$ cat config.mk
export PLATFORM = sky130hd
export DESIGN_NAME = i2c_master_rw
export DESIGN_NICKNAME = d
export VERILOG_FILES = /design/src/rtl/i2c_master_rw.sv
export SDC_FILE = /design/constraint.sdc
export NUM_CORES = 1
export LEC_CHECK = 0
export CORE_ASPECT_RATIO = 0.9
export CORE_MARGIN = 3
export CORE_UTILIZATION = 37
export DETAILED_ROUTE_END_ITERATION = 10
export GPL_TIMING_DRIVEN = 0
export MAX_ROUTING_LAYER = met4
export PLACE_DENSITY = 0.71
export REMOVE_ABC_BUFFERS = 1
export SYNTH_ARGS = -nofsm -noshare
export SYNTH_HDL_FRONTEND = slang
export SYNTH_SLANG_ARGS = --single-unit
$ cat constraint.sdc
create_clock -name clk -period 6.85 [get_ports clk]
set_input_delay 1.37 -clock clk [delete_from_list [all_inputs] [get_ports clk]]
set_output_delay 1.37 -clock clk [all_outputs]
set_load 0.05 [all_outputs]
$ cat src/rtl/i2c_master_rw.sv
// I2C master: START, {addr,rw}, then up to MAX_BYTES write or read data bytes with ACK/NACK, then STOP.
// Defining I2C_CLK_STRETCH_EN makes the master honour slave clock stretching while SCL is released.
module i2c_master_rw #(
   parameter int CLOCK_DIVIDER = 12500,
   parameter int MAX_BYTES     = 8,
   parameter int LSB_FIRST     = 0,
   parameter int BW            = $clog2(MAX_BYTES + 1)
) (
   input  logic                   clk,
   input  logic                   rst,
   input  logic                   start,
   input  logic                   rw,
   input  logic [6:0]             addr,
   input  logic [BW-1:0]          num_bytes,
   input  logic [8*MAX_BYTES-1:0] wr_data,
   output logic [8*MAX_BYTES-1:0] rd_data,
   output logic                   busy,
   output logic                   done,
   output logic                   ack_error,
   output logic                   sda_oe,
   input  logic                   sda_in,
   output logic                   scl_oe,
   input  logic                   scl_in
);
   localparam int Q  = CLOCK_DIVIDER / 4;
   localparam int DW = (Q > 1) ? $clog2(Q) : 1;
   localparam int IW = (MAX_BYTES > 1) ? $clog2(MAX_BYTES) : 1;

   typedef enum logic [3:0] {
      S_IDLE, S_START, S_ADDR, S_ADDR_ACK, S_WRITE,
      S_DATA_ACK, S_READ, S_MACK, S_STOP, S_DONE
   } state_t;

   state_t                 state, next_state;
   logic [DW-1:0]          div;
   logic [1:0]             ph;
   logic [2:0]             bit_idx;
   logic [IW-1:0]          idx;
   logic [BW-1:0]          count;
   logic                   rw_q;
   logic [6:0]             addr_q;
   logic [8*MAX_BYTES-1:0] wr_q;
   logic [7:0]             shift;
   logic                   ack_bit;
   logic                   start_q;

   logic       start_edge, tick, slot_end, stall, slot_state, last_byte;
   logic       tx_bit, addr_bit;
   logic [7:0] addr_byte, cur_wr, rx_byte;

   assign start_edge = start & ~start_q;
   assign slot_state = state inside {S_ADDR, S_ADDR_ACK, S_WRITE, S_DATA_ACK, S_READ, S_MACK, S_STOP};

`ifdef I2C_CLK_STRETCH_EN
   // A slave holding SCL low in ph2 freezes the bit clock; the high phase restarts on release.
   assign stall = slot_state && (ph == 2'd2) && !scl_in;
`else
   logic scl_unused;
   assign scl_unused = scl_in;
   assign stall      = 1'b0;
`endif

   assign tick      = (state != S_IDLE) && (state != S_DONE) && !stall && (div == DW'(Q - 1));
   assign slot_end  = tick && (ph == 2'd3);
   assign last_byte = (BW'(idx) == count - BW'(1));
   assign addr_byte = {addr_q, rw_q};
   assign addr_bit  = addr_byte[3'd7 - bit_idx];

   always_comb begin
      cur_wr = '0;
      for (int i = 0; i < MAX_BYTES; i++)
         if (idx == IW'(i)) cur_wr = wr_q[8*i +: 8];
   end

   assign tx_bit  = (LSB_FIRST != 0) ? cur_wr[bit_idx] : cur_wr[3'd7 - bit_idx];
   assign rx_byte = (LSB_FIRST != 0) ? {sda_in, shift[7:1]} : {shift[6:0], sda_in};

   always_ff @(posedge clk) begin
      if (rst) state <= S_IDLE;
      else     state <= next_state;
   end

   always_comb begin
      next_state = state;
      case (state)
         S_IDLE:     if (start_edge) next_state = S_START;
         S_START:    if (tick && ph == 2'd1) next_state = S_ADDR;
         S_ADDR:     if (slot_end && bit_idx == 3'd7) next_state = S_ADDR_ACK;
         S_ADDR_ACK: if (slot_end) begin
                        if (ack_bit || count == '0) next_state = S_STOP;
                        else if (rw_q)              next_state = S_READ;
                        else                        next_state = S_WRITE;
                     end
         S_WRITE:    if (slot_end && bit_idx == 3'd7) next_state = S_DATA_ACK;
         S_DATA_ACK: if (slot_end) next_state = (ack_bit || last_byte) ? S_STOP : S_WRITE;
         S_READ:     if (slot_end && bit_idx == 3'd7) next_state = S_MACK;
         S_MACK:     if (slot_end) next_state = last_byte ? S_STOP : S_READ;
         S_STOP:     if (slot_end) next_state = S_DONE;
         S_DONE:     next_state = S_IDLE;
         default:    next_state = S_IDLE;
      endcase
   end

   // NOTE: the latched request (rw_q, addr_q, wr_q) is loaded before every use, so it carries no reset.
   always_ff @(posedge clk) begin
      if (rst) begin
         start_q   <= 1'b0;
         div       <= '0;
         ph        <= '0;
         bit_idx   <= '0;
         idx       <= '0;
         count     <= '0;
         shift     <= '0;
         ack_bit   <= 1'b0;
         ack_error <= 1'b0;
         rd_data   <= '0;
      end else begin
         start_q <= start;

         if (state == S_IDLE || state == S_DONE || stall || div == DW'(Q - 1)) div <= '0;
         else                                                                  div <= div + 1'b1;

         if (state == S_IDLE && start_edge) begin
            rw_q      <= rw;
            addr_q    <= addr;
            wr_q      <= wr_data;
            count     <= (num_bytes > BW'(MAX_BYTES)) ? BW'(MAX_BYTES) : num_bytes;
            ack_error <= 1'b0;
            rd_data   <= '0;
            ph        <= '0;
            bit_idx   <= '0;
            idx       <= '0;
         end

         if (tick) begin
            if (state == S_START && ph == 2'd1) ph <= '0;
            else                                ph <= ph + 2'd1;

            if (ph == 2'd2 && (state == S_ADDR_ACK || state == S_DATA_ACK))
               ack_bit <= sda_in;

            if (ph == 2'd2 && state == S_READ) begin
               shift <= rx_byte;
               if (bit_idx == 3'd7)
                  for (int i = 0; i < MAX_BYTES; i++)
                     if (idx == IW'(i)) rd_data[8*i +: 8] <= rx_byte;
            end
         end

         if (slot_end) begin
            if (state inside {S_ADDR, S_WRITE, S_READ}) bit_idx <= bit_idx + 3'd1;
            if (state inside {S_DATA_ACK, S_MACK})      idx     <= idx + 1'b1;
            if ((state inside {S_ADDR_ACK, S_DATA_ACK}) && ack_bit) ack_error <= 1'b1;
         end
      end
   end

   always_comb begin
      scl_oe = 1'b0;
      sda_oe = 1'b0;
      busy   = (state != S_IDLE);
      done   = (state == S_DONE);
      case (state)
         S_START:    sda_oe = 1'b1;
         S_ADDR:     begin scl_oe = !ph[1]; sda_oe = !addr_bit;  end
         S_WRITE:    begin scl_oe = !ph[1]; sda_oe = !tx_bit;    end
         S_ADDR_ACK,
         S_DATA_ACK,
         S_READ:     scl_oe = !ph[1];
         S_MACK:     begin scl_oe = !ph[1]; sda_oe = !last_byte; end
         S_STOP:     begin scl_oe = !ph[1]; sda_oe = (ph != 2'd3); end
         default:    ;
      endcase
   end
endmodule

==> impl_results.md, run 1 <==
- Status: finished clean
- Share of layout cells above drive strength 1: 0.0550
- Most frequent cells after synthesis: dfxtp_1, a21oi_1, nand2_1
- Syn Area/Cell: about 9.7 sq um
- Drt first pass iters: 5
- Crit path arrival time: ~4.8 ns
- Hold Crit Start: rd_data[30]
- CTS Hold Bufs: 0
- CP Class: flop to output pin
- Fmax: 163 MHz
- Hold EP: rd_data[30]
- Final antenna-violating net count: 0
- Reg2reg setup slack: around 3.8 ns
- First-pass GRT wire length: 31000 um
- Reg-to-reg endpoint: wr_q[48]
- Final hold slack: 0.463 ns
- Ys async rst share: 0
- Cells on worst reg2reg path: 5
- Die Ht: 141 um
- Seq/Total Area, Yosys: 0.558
- Max FO, Critical Path: 19
- Yosys top cell by area: edfxtp_1
- Post-synth top area share: 0.287
- CTS tree: done
- Startpoint types: flop
- Placed Instances: between 1000 and 1500
- Clock sinks: between 150 and 200
- Yosys cell types: 65
- Post-Place Cell Area: just over 9000 sq um
- Yosys warnings: 0
- Max stage delay on crit path: around 0.87 ns
- Pin count of the biggest net entering global routing: 92
- Fin crit period: between 6 and 7 ns
- Vias: 6057
- Relative slew slack: 0.135
- Top cell family by delay on the critical path: buffers and inverters
- H-Tree Depth: 4
- Power Dens Cells: between 200 and 300 nW/um^2
- Maximum vdd drop: about 170 uV
- Area of the multi-input gates: between 2000 and 3000 sq um
- Dpl hpwl: about 13000 um
- Maximum capacitance violations: 0
- Final slew viol count: 0
- Crit path required time: roughly 5.5 ns
- Vias in the first global route: approximately 5800
- Number of buffers and inverters on the critical path: 2
- Die Area: approximately 22000 sq um
- RePlAce Congestion: between 0.8 and 0.9
- Leak Pwr: around 0.0032 uW
- Rows: 48
- CTS clock-pin slew for the worst setup and hold paths: 0.06 ns
- Worst Tran Pin Value: ~1.3 ns
- Die Width: approximately 160 um
- Gr usage total: 0.185
- I/O pin count: 150
- Seq cells post-synth: between 150 and 200
- Post-cts resize count: 0
- Final Cycle Share: 0.898
- CTS Buf Count: 17
- Top cells by area, synth: edfxtp_1, dfxtp_1, a21oi_1
- DRC violations left: 0
- Final Cell Area: ~9700 sq um
- RSZ-0062 raised after global routing: false
- Setup violators final: 0
- Post-synth EDFFs: between 70 and 80
- Start of the worst register-to-register path: state[0]
- Clk Latency, worst-skew pair: ~0.44 ns
- Hold Vio Cnt, Final: 0
- Diode count: 0
- Initial Util: 0.385
- Final #Nets: between 900 and 1000
- Total routed wirelength: between 15000 and 20000 um
- Synthesized area: around 7500 sq um
- Worst clock skew: ~0.016 ns
- WHS Path Cells: 2
- Synth Flop Type: dfxtp_1
- CTS root buffer: clkbuf_16
- Sum Neg Setup Slack: 0 ns
- Crit path max-delay cell type: dfxtp_1
- Register area: approximately 4200 sq um
- Total gr overflow: 0
- FILL cells: roughly 1800
- Port-buffer cells: 148
- Clock Path Buffers: 2
- Syn Inst Count: approximately 770
- Initial antenna violation count: 0
- Core area: approximately 20000 sq um
- Postcts setup bufs: 0
- Cell with the most instances after synthesis: dfxtp_1
- Wire length per cell: roughly 17 um
- Crit-path cells: inv_1 -> ha_1 -> or2_2 -> o311ai_0 -> nand4_1 -> a22o_1 -> a41o_1 -> clkdlybuf4s50_1
- Area delta synth->final: 28.9%
- Vias per cell: 5.31
- DRT iter0 DRCs: between 400 and 500
- Setup crit end kind: output pin
- Final instance count without filler cells: roughly 1100
- HP Class: flop to flop
## power by group
part / internal [uW] / total, uW / switching (uW)
clock: 573 / 970 / 397
combinational: 142 / 368 / 226
sequential: 1150 / 1190 / 42.2
total: 1870 / 2530 / 665
## metal layers
layer	track usage	wire length [um]	part of all wire
met5	-	0	0
met4	0.0622	348	0.018
met3	0.0369	1400	0.071
met2	0.271	8830	0.45
met1	0.258	9100	0.46
## how the worst max path moves through the flow
| stage | from | slack [ns] | cells after the start | endpoint |
|---|---|---|---|---|
| 5_1_grt | idx[2] | 0.54 | 8 | sda_oe |
| 6_report | idx[2] | 0.70 | 8 | sda_oe |
| 2_1_floorplan | start | 0.35 | 3 | addr_q[0] |
| 4_1_cts | idx[2] | 0.70 | 8 | sda_oe |
| 3_5_place_dp | idx[2] | 1.17 | 8 | sda_oe |
| 3_3_place_gp | rst | -2.44 | 2 | addr_q[2] |
## cells in the final DEF, fill, tap and decap left out, types with 3 or more instances in the layout
cell	count
clkdlybuf4s50_1	147
dfxtp_1	102
a21oi_1	100
nand2_1	97
nand3_1	81
edfxtp_1	72
nor2_1	43
inv_1	23
clkbuf_16	17
nor2b_1	16
o21ai_0	14
mux2i_1	13
ha_1	12
nand2b_1	9
nor3_1	9
a221oi_1	8
nand4_1	7
xor2_1	7
or2_2	6
a211o_1	6
nor3b_1	5
xnor2_1	5
and3_1	5
o31ai_1	4
a211oi_1	4
clkbuf_1	4
clkbuf_8	4
a31oi_1	3
o311ai_0	3
nand3b_1	3
or4_1	3
nor4_1	3
and4_1	3
## flip-flops by register name, summed over array words and instances, names as in the netlist
register / count
rd_data: 64
wr_q: 64
div: 12
addr_q: 7
shift: 7
count: 4
state: 4
bit_idx: 3
idx: 3
ph: 2
ack_bit: 1
ack_error: 1
rw_q: 1
start_q: 1
## through the flow
step / util / power [uW] / worst slack, ns
floorplan: - / 1430 / 0.353
global placement: 0.462 / 1570 / -2.44
detailed placement: 0.466 / 1580 / 1.17
CTS: 0.496 / 2550 / 0.699
global route: 0.496 / 2630 / 0.540
finish: 0.496 / 2530 / 0.696
## cells by family (layout without fill, tap and decap cells)
kind of cell             Yosys count  count (layout)  share of synthesized area
multiplexers                      16              16                     0.0248
AND/OR/NAND/NOR                  306             306                      0.200
flip-flops                       174             174                      0.558
AO/OA/AOI/OAI                    165             165                      0.132
XOR/XNOR                          13              13                     0.0161
adder cells (fa/ha/maj)           12              12                     0.0199
buffers and inverters             88             205                     0.0484
## tightest hold or removal path, stage by stage, from the launching register on
cell and delay (ns):
dfxtp_1 0.31, nand3_1 0.06, a21oi_1 0.05
## cell type report
| class | count | area share |
|---|---|---|
| Sequential cell | 174 | 0.433 |
| Multi-Input combinational cell | 512 | 0.307 |
| Timing Repair Buffer | 151 | 0.159 |
| Clock buffer | 25 | 0.0511 |
| Tap cell | 250 | 0.0322 |
| Inverter | 23 | 0.00890 |
| Clock inverter | 6 | 0.00851 |
Power figures use the tool's default switching activity.
==> run 2: changes to the inputs <==
Settings changed: CORE_UTILIZATION 37 to 60, DONT_BUFFER_PORTS set to 1, PLACE_DENSITY 0.71 to 0.86.
==> impl_results.md, run 2 (synthesis results as in run 1) <==
- Worst clock skew: about 0.010 ns
- Clock Path Buffers: 2
- Register share of total power: 0.477
- Fin crit period: between 5 and 6 ns
- Worst Tran Pin Value: approximately 1.2 ns
- Drt first pass iters: 7
- Crit-path cells: inv_1 -> ha_1 -> or2_2 -> o211ai_1 -> a311oi_1 -> nor3_1 -> nor4_1 -> a41o_1
- CTS Hold Bufs: 0
- Clock share of power: 0.406
- Met3 WL: 2040 um
- Relative slew slack: 0.211
- H-Tree Depth: 4
- DRC violations left: 0
- CTS clock-pin slew for the worst setup and hold paths: 0.07 ns
- Maximum capacitance violations: 0
- Fmax: 175 MHz
- Max FO, Critical Path: 19
- CTS Buf Count: 17
- Total routed wirelength: 18500 um
- CTS root buffer: clkbuf_16
- Final Util: 0.668
- Core area: around 12000 sq um
- Post-cts resize count: 0
- Vias per cell: 6.47
- Initial Util: 0.619
- Die Ht: roughly 110 um
- Initial antenna violation count: 1
- Vias in the first global route: ~5700
- I/O pin count: 150
- Rows: 38
- Total gr overflow: 0
- Largest regs: rd_data (64), wr_q (64), div (12)
- Combinational share of power: 0.117
- Power Internal: roughly 1800 uW
- Maximum vdd drop: 270 uV
- Gr usage total: 0.275
- Leak Pwr: 0.00266 uW
- RSZ-0062 raised after global routing: false
- Final slew viol count: 0
- DRT met1 WL: slightly below 7000 um
- Crit path arrival time: between 4 and 5 ns
- Metal2 WL: between 9000 and 10000 um
- HP Class: flop to flop
- Dpl hpwl: 12000 um
- Power Dens Cells: between 300 and 400 nW/um^2
- Wire length per cell: 20.4 um
- Final hold slack: about 0.47 ns
- Max stage delay on crit path: just under 0.8 ns
- Area delta synth->final: 8.04%
- Status: finished clean
- Uppermost layer routed: met4
- Final Cycle Share: 0.833
- RePlAce Congestion: 0.883
- DRT iter0 DRCs: about 550
- Crit path required time: roughly 5.5 ns
- Most common cell after layout, fill and taps aside: dfxtp_1
- Port-buffer cells: 0
- Die Area: around 14000 sq um
- Startpoint types: flop
- Final antenna-violating net count: 0
- Share of layout cells above drive strength 1: 0.0700
- Final #Nets: approximately 800
- Hold Vio Cnt, Final: 0
- Final Cell Area: around 8100 sq um
- Setup crit end kind: output pin
- Clock sinks: between 150 and 200
- Post-Place Cell Area: about 7500 sq um
- CP Class: flop to output pin
- Crit path max-delay cell type: ha_1
- CTS tree: done
- Setup violators final: 0
- Final instance count without filler cells: between 900 and 1000
- Vias: ~5900
- Die Width: around 120 um
- Commonest non-fill, non-tap cells in the layout: dfxtp_1, a21oi_1, nand2_1
- Postcts setup bufs: 0
- First-pass GRT wire length: 28800 um
- Clk Latency, worst-skew pair: 0.43 ns
- Pin count of the biggest net entering global routing: between 90 and 100
- Placed Instances: 871
- Sw power: around 670 uW
- Net Sw Frac: 0.267
## run 2: cell types whose count changed in the layout (fill, tap and decap cells not counted), sizes merged
cell           previous run  this run
diode                     0         1
clkdlybuf4s50           147         0
clkbuf                   25        20
buf                       4         2
inv                      25        31
## run 2: routing by layer
layer	track usage	vias to the layer above
li1	-	2659
met1	0.329	2779
met2	0.435	361
met3	0.0801	51
met4	0.112	0
met5	-	-
## run 2: path summary, 6_finish.rpt
path,endpoint,slack (ns),startpoint,cells past startpoint
min reg2reg,div[0],0.47,div[0],1
max,sda_oe,1.14,idx[2],8
min,div[0],0.47,div[0],1
max reg2reg,wr_q[30],3.54,state[0],4
## run 2: worst max-delay path, delay by kind of cell (launching register included)
kind                       cells  cell delay, ns
and+or+nand+nor                3            0.80
adders and majority gates      1            0.78
buffers and inverters          1            0.63
AOI/OAI and AO/OA              3            1.09
DFF                            1            0.60
## run 2: metrics by stage
step                setup slack, ns  total power [uW]  TNS (ns)
finish                         1.14              2510         0
global route                   1.03              2580         0
CTS                            1.22              2510         0
detailed placement             1.68              1510         0
global placement              -1.09              1480    -78.60
floorplan                     0.353              1430         0
## run 2: cell type report
class	instances	area, sq um
clock buffers	20	489
well taps	160	200
fillers	903	4040
clock inverters	12	141
repair buffers	2	40.0
multi-input cells	512	2970
inverters	23	86.3
flip-flops and latches	174	4200
diodes	1	2.50
## run 2: power groups by stage
stage,clock network (uW),logic [uW],registers [uW]
3_3_place_gp,0,259,1220
3_5_place_dp,0,290,1220
5_1_grt,1060,320,1200
6_report,1020,294,1190
4_1_cts,1020,293,1190
2_1_floorplan,0,219,1210
